$ cat config.mk
export PLATFORM = sky130hd
export DESIGN_NAME = ts_gen_mlane
export DESIGN_NICKNAME = d
export VERILOG_FILES = /design/src/rtl/ts_gen_mlane.sv
export SDC_FILE = /design/constraint.sdc
export NUM_CORES = 1
export LEC_CHECK = 0
export CORE_AREA = 3 3 214 216
export CTS_BUF_LIST = sky130_fd_sc_hd__clkbuf_16
export DETAILED_ROUTE_END_ITERATION = 16
export DIE_AREA = 0 0 217 219
export PLACE_DENSITY = 0.48
export SLEW_MARGIN = 40
export SYNTH_ARGS = -nofsm -noshare
export SYNTH_HDL_FRONTEND = slang
export SYNTH_SLANG_ARGS = --single-unit
$ cat constraint.sdc
create_clock -name clk -period 2.9 [get_ports clk]
set_input_delay 0.58 -clock clk [delete_from_list [all_inputs] [get_ports clk]]
set_output_delay 0.58 -clock clk [all_outputs]
set_load 0.03 [all_outputs]
$ cat src/rtl/ts_gen_mlane.sv
// Multi-lane TS1/TS2 ordered-set generator feeding the per-lane TX FIFOs.
// Define TS_GEN_EIEOS_EN to insert an EIEOS beat every EIEOS_INTERVAL TS beats.
package ts_gen_pkg;
    localparam logic [7:0] COM       = 8'hBC;
    localparam logic [7:0] PADG12    = 8'hF7;
    localparam logic [7:0] TS1_IDTFR = 8'h4A;
    localparam logic [7:0] TS2_IDTFR = 8'h45;

    localparam logic [3:0] ST_DETECT   = 4'h0;
    localparam logic [3:0] ST_POLL     = 4'h1;
    localparam logic [3:0] ST_CFG      = 4'h2;
    localparam logic [3:0] ST_L0       = 4'h3;
    localparam logic [3:0] ST_RECOVERY = 4'h4;

    localparam logic [3:0] SUB_POLL_ACTIVE     = 4'h0;
    localparam logic [3:0] SUB_POLL_CONFIG     = 4'h1;
    localparam logic [3:0] SUB_POLL_COMPLIANCE = 4'h2;

    localparam logic [3:0] SUB_CFG_LW_START  = 4'h0;
    localparam logic [3:0] SUB_CFG_LW_ACCEPT = 4'h1;
    localparam logic [3:0] SUB_CFG_LN_WAIT   = 4'h2;
    localparam logic [3:0] SUB_CFG_LN_ACCEPT = 4'h3;
    localparam logic [3:0] SUB_CFG_COMPLETE  = 4'h4;
    localparam logic [3:0] SUB_CFG_IDLE      = 4'h5;

    localparam logic MODE_DSP = 1'b0;
    localparam logic MODE_USP = 1'b1;
endpackage

module ts_gen_mlane
    import ts_gen_pkg::*;
#(
    parameter int unsigned NUM_LANES      = 4,
    parameter int unsigned CNT_W          = 16,
    parameter logic [7:0]  N_FTS          = 8'h20,
    parameter logic [5:0]  RATE_SUPPORT   = 6'b000011,
    parameter int unsigned EIEOS_INTERVAL = 32
) (
    input  logic                     clk,
    input  logic                     rst,
    input  logic [7:0]               ts_info,
    input  logic                     ts_update,
    output logic                     ts_update_ack,
    input  logic                     ts_stop,
    input  logic                     mode,
    input  logic [7:0]               link_num,
    input  logic                     lane_rev,
    input  logic [CNT_W-1:0]         target_cfg,
    input  logic                     ts_tx_fifo_full,
    output logic                     ts_valid,
    output logic [128*NUM_LANES-1:0] ts,
    output logic                     ts_is_eieos,
    output logic                     to_tsa_ts_sent_enough
);
    typedef enum logic {IDLE, SEND} state_t;

    state_t                   state;
    logic                     ts_update_d;
    logic                     upd_evt;
    logic                     eie_due;
    logic [CNT_W-1:0]         cnt;
    logic [CNT_W-1:0]         target;
    logic [128*NUM_LANES-1:0] syms;
    logic [128*NUM_LANES-1:0] next_syms;
    logic [3:0]               st;
    logic [3:0]               sub;
    logic                     pad_link;
    logic                     pad_lane;
    logic [7:0]               id_sym;

    assign st      = ts_info[7:4];
    assign sub     = ts_info[3:0];
    assign upd_evt = ts_update & ~ts_update_d;

    // Link is real only for a DSP in Configuration past LW_START; lane also for a USP.
    assign pad_link = (st != ST_CFG) || (mode == MODE_USP) || (sub == SUB_CFG_LW_START);
    assign pad_lane = (st != ST_CFG) || (sub == SUB_CFG_LW_START);
    assign id_sym   = ((st == ST_POLL && sub != SUB_POLL_ACTIVE) ||
                       (st == ST_CFG && sub == SUB_CFG_COMPLETE)) ? TS2_IDTFR : TS1_IDTFR;

    always_comb begin
        next_syms = '0;
        for (int l = 0; l < NUM_LANES; l++) begin
            next_syms[128*l +: 128] = {
                COM,
                pad_link ? PADG12 : link_num,
                pad_lane ? PADG12 : (lane_rev ? 8'(NUM_LANES - 1 - l) : 8'(l)),
                N_FTS,
                {2'b00, RATE_SUPPORT},
                8'h00,
                {10{id_sym}}
            };
        end
    end

    always_ff @(posedge clk or negedge rst) begin
        if (!rst) begin
            state                 <= IDLE;
            ts_update_d           <= 1'b0;
            // NOTE: the symbol register is reset too so ts reads 0 during reset, not X.
            syms                  <= '0;
            target                <= '0;
            cnt                   <= '0;
            to_tsa_ts_sent_enough <= 1'b0;
            ts_update_ack         <= 1'b0;
            ts_valid              <= 1'b0;
        end else begin
            // NOTE: pulse outputs default low here; branches below only raise them.
            ts_update_d   <= ts_update;
            ts_update_ack <= 1'b0;
            ts_valid      <= 1'b0;
            if (state == SEND && ts_stop) begin
                state                 <= IDLE;
                cnt                   <= '0;
                to_tsa_ts_sent_enough <= 1'b0;
            end else if (upd_evt) begin
                state                 <= SEND;
                syms                  <= next_syms;
                target                <= target_cfg;
                cnt                   <= '0;
                to_tsa_ts_sent_enough <= 1'b0;
                ts_update_ack         <= 1'b1;
            end else if (state == SEND) begin
                if (cnt >= target) to_tsa_ts_sent_enough <= 1'b1;
                if (!ts_tx_fifo_full) begin
                    ts_valid <= 1'b1;
                    if (!eie_due && cnt != '1) cnt <= cnt + CNT_W'(1);
                end
            end
        end
    end

`ifdef TS_GEN_EIEOS_EN
    localparam int unsigned EIE_W = $clog2(EIEOS_INTERVAL + 1);

    logic [EIE_W-1:0] eie_cnt;
    logic             accept;

    assign eie_due = (eie_cnt == EIE_W'(EIEOS_INTERVAL));
    assign accept  = (state == SEND) && !ts_stop && !upd_evt && !ts_tx_fifo_full;

    // A due EIEOS waits here until a beat is accepted, so backpressure cannot drop it.
    always_ff @(posedge clk or negedge rst) begin
        if (!rst) begin
            eie_cnt     <= '0;
            ts_is_eieos <= 1'b0;
        end else begin
            ts_is_eieos <= accept && eie_due;
            if (upd_evt || ts_stop) eie_cnt <= '0;
            else if (accept)        eie_cnt <= eie_due ? '0 : eie_cnt + EIE_W'(1);
        end
    end
`else
    assign eie_due     = 1'b0;
    assign ts_is_eieos = 1'b0;
`endif

    assign ts = ts_is_eieos ? {NUM_LANES{{8{16'h00FF}}}} : syms;

endmodule

======== After elaboration in Yosys (flattened, before gate mapping) ========
Cells that the tools add are included.
word-level totals
  word-level logic and storage cells ...... 62
  memory bits (read-only) ................. 0
  memories kept ........................... 0
  latch bits .............................. 0
  register bits after elaboration ......... 449
  bits in writable memories ............... 0
  output and inout port bits .............. 516
cells by class
  magnitude comparators ................... 1
  eq/ne operators ......................... 6
  reduce and logical (&&, ||, !) cells .... 16
  multiplexer cells ....................... 27
  bitwise gates (word level) .............. 3
  shift-type cells ........................ 0
  multiply operators ...................... 0
  add/sub/neg operators ................... 1
  divide/modulo/power cells ............... 0
operator list
  cell                                                                      count
  16-bit 2-to-1 mux                                                         5
  8-bit 2-to-1 mux                                                          5
  16-bit by 1-bit adder with 16-bit output (second input constant)          1
  16-bit >= comparator                                                      1
  16-bit inequality test (second input constant)                            1
  1-bit 2-to-1 mux                                                          12
  3-bit nonzero test                                                        3
  2-bit 2-to-1 mux                                                          4
  4-bit by 1-bit == test with 1-bit output (second input constant)          1
  4-bit by 2-bit == test with 1-bit output (second input constant)          1
  4-bit by 3-bit == test with 1-bit output (second input constant)          1
  4-bit logical NOT                                                         1
  1-bit logical OR                                                          4
  4-bit 2-to-1 mux                                                          1
  4-bit by 2-bit inequality test with 1-bit output (second input constant)  1
  2-bit AND reduction                                                       2
  4-bit nonzero test                                                        1
  1-bit logical AND                                                         3
  3-bit by 1-bit inequality test with 1-bit output (second input constant)  1
  3-bit AND reduction                                                       1
  1-bit NOT                                                                 2
  2-bit nonzero test                                                        1
  1-bit bitwise AND                                                         1

======== Longest topological paths before layout ========
  depth after elaboration ................. 6
  mapped depth ............................ 7
  depth with buffers taken out ............ 7

======== Worst setup path before layout ========
Ideal clock, no wire load.
  path kind ............................... register -> output
  from .................................... reg, netlist name ts[458]
  to ...................................... out ts[10]
  data arrival time ....................... 2.037 ns
  path buffers ............................ 1
  required time ........................... 2.320 ns
  setup slack ............................. 0.283 ns
  stages on the path, launching flop included .. 2
  cell sequence ........................... dfrtp_1 > buf_4
RTL lines
  what           RTL line  source
  end, declared  51        output logic [128*NUM_LANES-1:0] ts,

==> results.ini <==
[power]
ir_drop_uv = 218.2
p_seq_frac = 0.266
power_leakage_nw = 3.374
switching_share = 0.4618
power.switching_mw = 1.415
clockPowerShare = 0.233
comb_power_share = 0.500
power_density_nw_per_um2 = 394.3
internal-power_mw = 1.649

[critical_path]
worstSetupEndpointType = output port
startpoint = ts[485]$_DFFE_PN0P_
worstPathCellList = buf_12 -> clkdlybuf4s50_1
rr_worst_depth = 7
reg2reg_to = to_tsa_ts_sent_enough$_DFFE_PN0P_
r2r_slack_ns = 0.65
critPathLaunchType = register
crit_arrival_ns = 1.82
crit_type = register to output port
path_max_fanout = 63
crit_family = buffers and inverters
cp_slowest_cell = clkdlybuf4s50_1
slowest_delay_ns = 0.74
cp_data_required_time_ns = 2.32
r2r_start = cnt[0]$_DFFE_PN0P_
path_buf_inv = 2

[routing]
vias_per_cell = 2.733
wl_per_cell_um = 10.61
drtAntennaViolNets = 0
drc = 0
vias = 3900
first_iter_violations = 99
dr.pass1.iters = 4
wl_mm = 15.14

[cts]
post-cts-setup-buffers = 0
clk_path_buf_depth = 2
cts_root_buf = clkbuf_16
cts_tree = built
clkTransAtPathRegs_ns = 0.08
hold_buffers = 0
cts_resized = 0
worstSkewPairLatency_ns = 0.31
htree_levels = 2
cts_sinks = 51
numCtsBuffers = 5

[sta]
slew_violations = 0
worst_pin_slew_ns = 0.5997
final.setup_skew_ns = 0.008462
period_needed_ns = 2.395
fin_setup_tns_ns = 0
holdWs_ns = 0.2638
finalSetupViolCount = 0
fmax_mhz = 417.5
rsz0062_at_grt = false
maxSlewHeadroom = 0.6002
period_share = 0.8260
finalHoldViolations = 0

[layout]
drive_above_1_share = 0.03952
final_cell_mix = 332 x clkdlybuf4s50_1, 221 x conb_1, 48 x dfrtp_1, 36 x nand2_1, 26 x o21ai_0
fillers = 4979
n_antenna_cell = 0
syn2layout_area_growth_pct = 22.25
layout.nets = 890
mostFrequentLayoutCell = clkdlybuf4s50_1

[place]
place_hpwl_mm = 12.72
port_buffers = 333
gp_congestion = 0.7360

[floorplanning]
initial_utilization = 0.1440
chipWidth_um = 217
dieArea_um2 = 47520
core_area_um2 = 44120
io_pins = 555
die_h_um = 219
row_count = 77

[yosys]
synth-xor-area-share = 0.001378
synthMuxAreaShare = 0.001772
syn_area_per_cell_um2 = 8.253
synth_compound_area_frac = 0.07698
yosys.area_share.simple = 0.07757
synthCells = 770
yosys.area.top_type_share = 0.5895
synthesis.area_um2 = 6355
ys_ff_latch = 51
synth_seq_area_share = 0.2008
synth.top_cells.by_area = buf_4 59%, dfrtp_1 20%, ha_1 3.3%
synthArstFlopShare = 1.000
synth_edf_count = 0
synth_top_area_cell = buf_4
synth_warnings = 0
ys_types = 50
synth_adder_area_share = 0.03347
synth_top_family_by_area = buffers and inverters
synth_ff_type = dfrtp_1

[global_routing]
grt_max_degree = 82
overflow = 0
grtUsageTotal = 0.05246
grt_antenna_before_repair = 1
grt_pass1_vias = 3186
grt_pass1_wl_mm = 19.61

[run_status]
outcome = finished, final reports clean

[job]
maxCapViolCount = 0

[min_path]
hold_path.class = input pin to async pin

-- synth_stat cells (all sizes together) (3+ instances only) --
cell	number
clkbuf	5
nand3	10
ha	17
a21oi	17
nor3	7
o31ai	3
and3	4
nand2	36
or3	9
o22a	8
nor2	14
dfrtp	51
nor2b	4
buf	500
o21ai	27
nand2b	4
inv	23
-- cell type report --
| class | instances | area, µm² | share of cell area |
|---|---|---|---|
| clock buffers | 5 | 125.1 | 0.01611 |
| flip-flops and latches | 51 | 1280 | 0.1648 |
| repair buffers | 342 | 3446 | 0.4435 |
| well taps | 592 | 740.7 | 0.09535 |
| clock inverters | 3 | 42.54 | 0.005476 |
| multi-input cells | 410 | 2044 | 0.2632 |
| inverters | 24 | 90.09 | 0.01160 |
-- cell families after synthesis --
logic type               after synthesis
XOR/XNOR                               1
multiplexers                           1
other                                  1
AO/OA/AOI/OAI                         72
AND/OR/NAND/NOR                       98
buffers and inverters                529
flip-flops                            51
adder cells (fa/ha/maj)               17
-- worst max-delay path by stage --
stage / slack (ns) / depth (start not counted) / endpoint
floorplan: 0.28 / 1 / ts[10]
global placement: 0.46 / 6 / to_tsa_ts_sent_enough$_DFFE_PN0P_
detailed placement: 0.42 / 7 / ts[501]$_DFFE_PN0P_
CTS: 0.46 / 2 / ts[78]
global route: 0.38 / 2 / ts[78]
finish: 0.50 / 2 / ts[78]
-- sequential cells by signal, indices dropped and copies added, names as in the netlist --
name	flops
cnt	16
state	1
target	16
to_tsa_ts_sent_enough	1
ts	14
ts_update_ack	1
ts_update_d	1
ts_valid	1
-- power by group through the flow --
stage,combinational (mW),clock (mW),sequential [mW]
5_1_grt,1.63,0.765,0.824
3_3_place_gp,1.54,0,0.830
6_report,1.53,0.715,0.815
2_1_floorplan,1.45,0,0.874
4_1_cts,1.54,0.755,0.817
3_5_place_dp,1.54,0,0.831
-- layer usage --
layer	routed length (µm)	share of wire	up-vias	GRT usage
li1	-	-	1863	-
met1	5607	0.37	1835	0.05958
met2	8095	0.53	192	0.09485
met3	1343	0.089	8	0.01883
met4	83	0.0055	2	0.01044
met5	7	0.00046	-	0
-- stage by stage --
stage                     instances  cell area, µm²  worst slack, ns  power, mW    util
after global placement         1419            7601           0.4578      2.368  0.1723
final                          1427            7769           0.5046      3.064  0.1761
after detailed placement       1419            7601           0.4166      2.375  0.1723
after floorplan                 990            7181           0.2826      2.322       -
after CTS                      1427            7769           0.4599      3.117  0.1761
after global routing           1427            7769           0.3809      3.218  0.1761
Note: power is estimated with default switching activity, not from simulation.
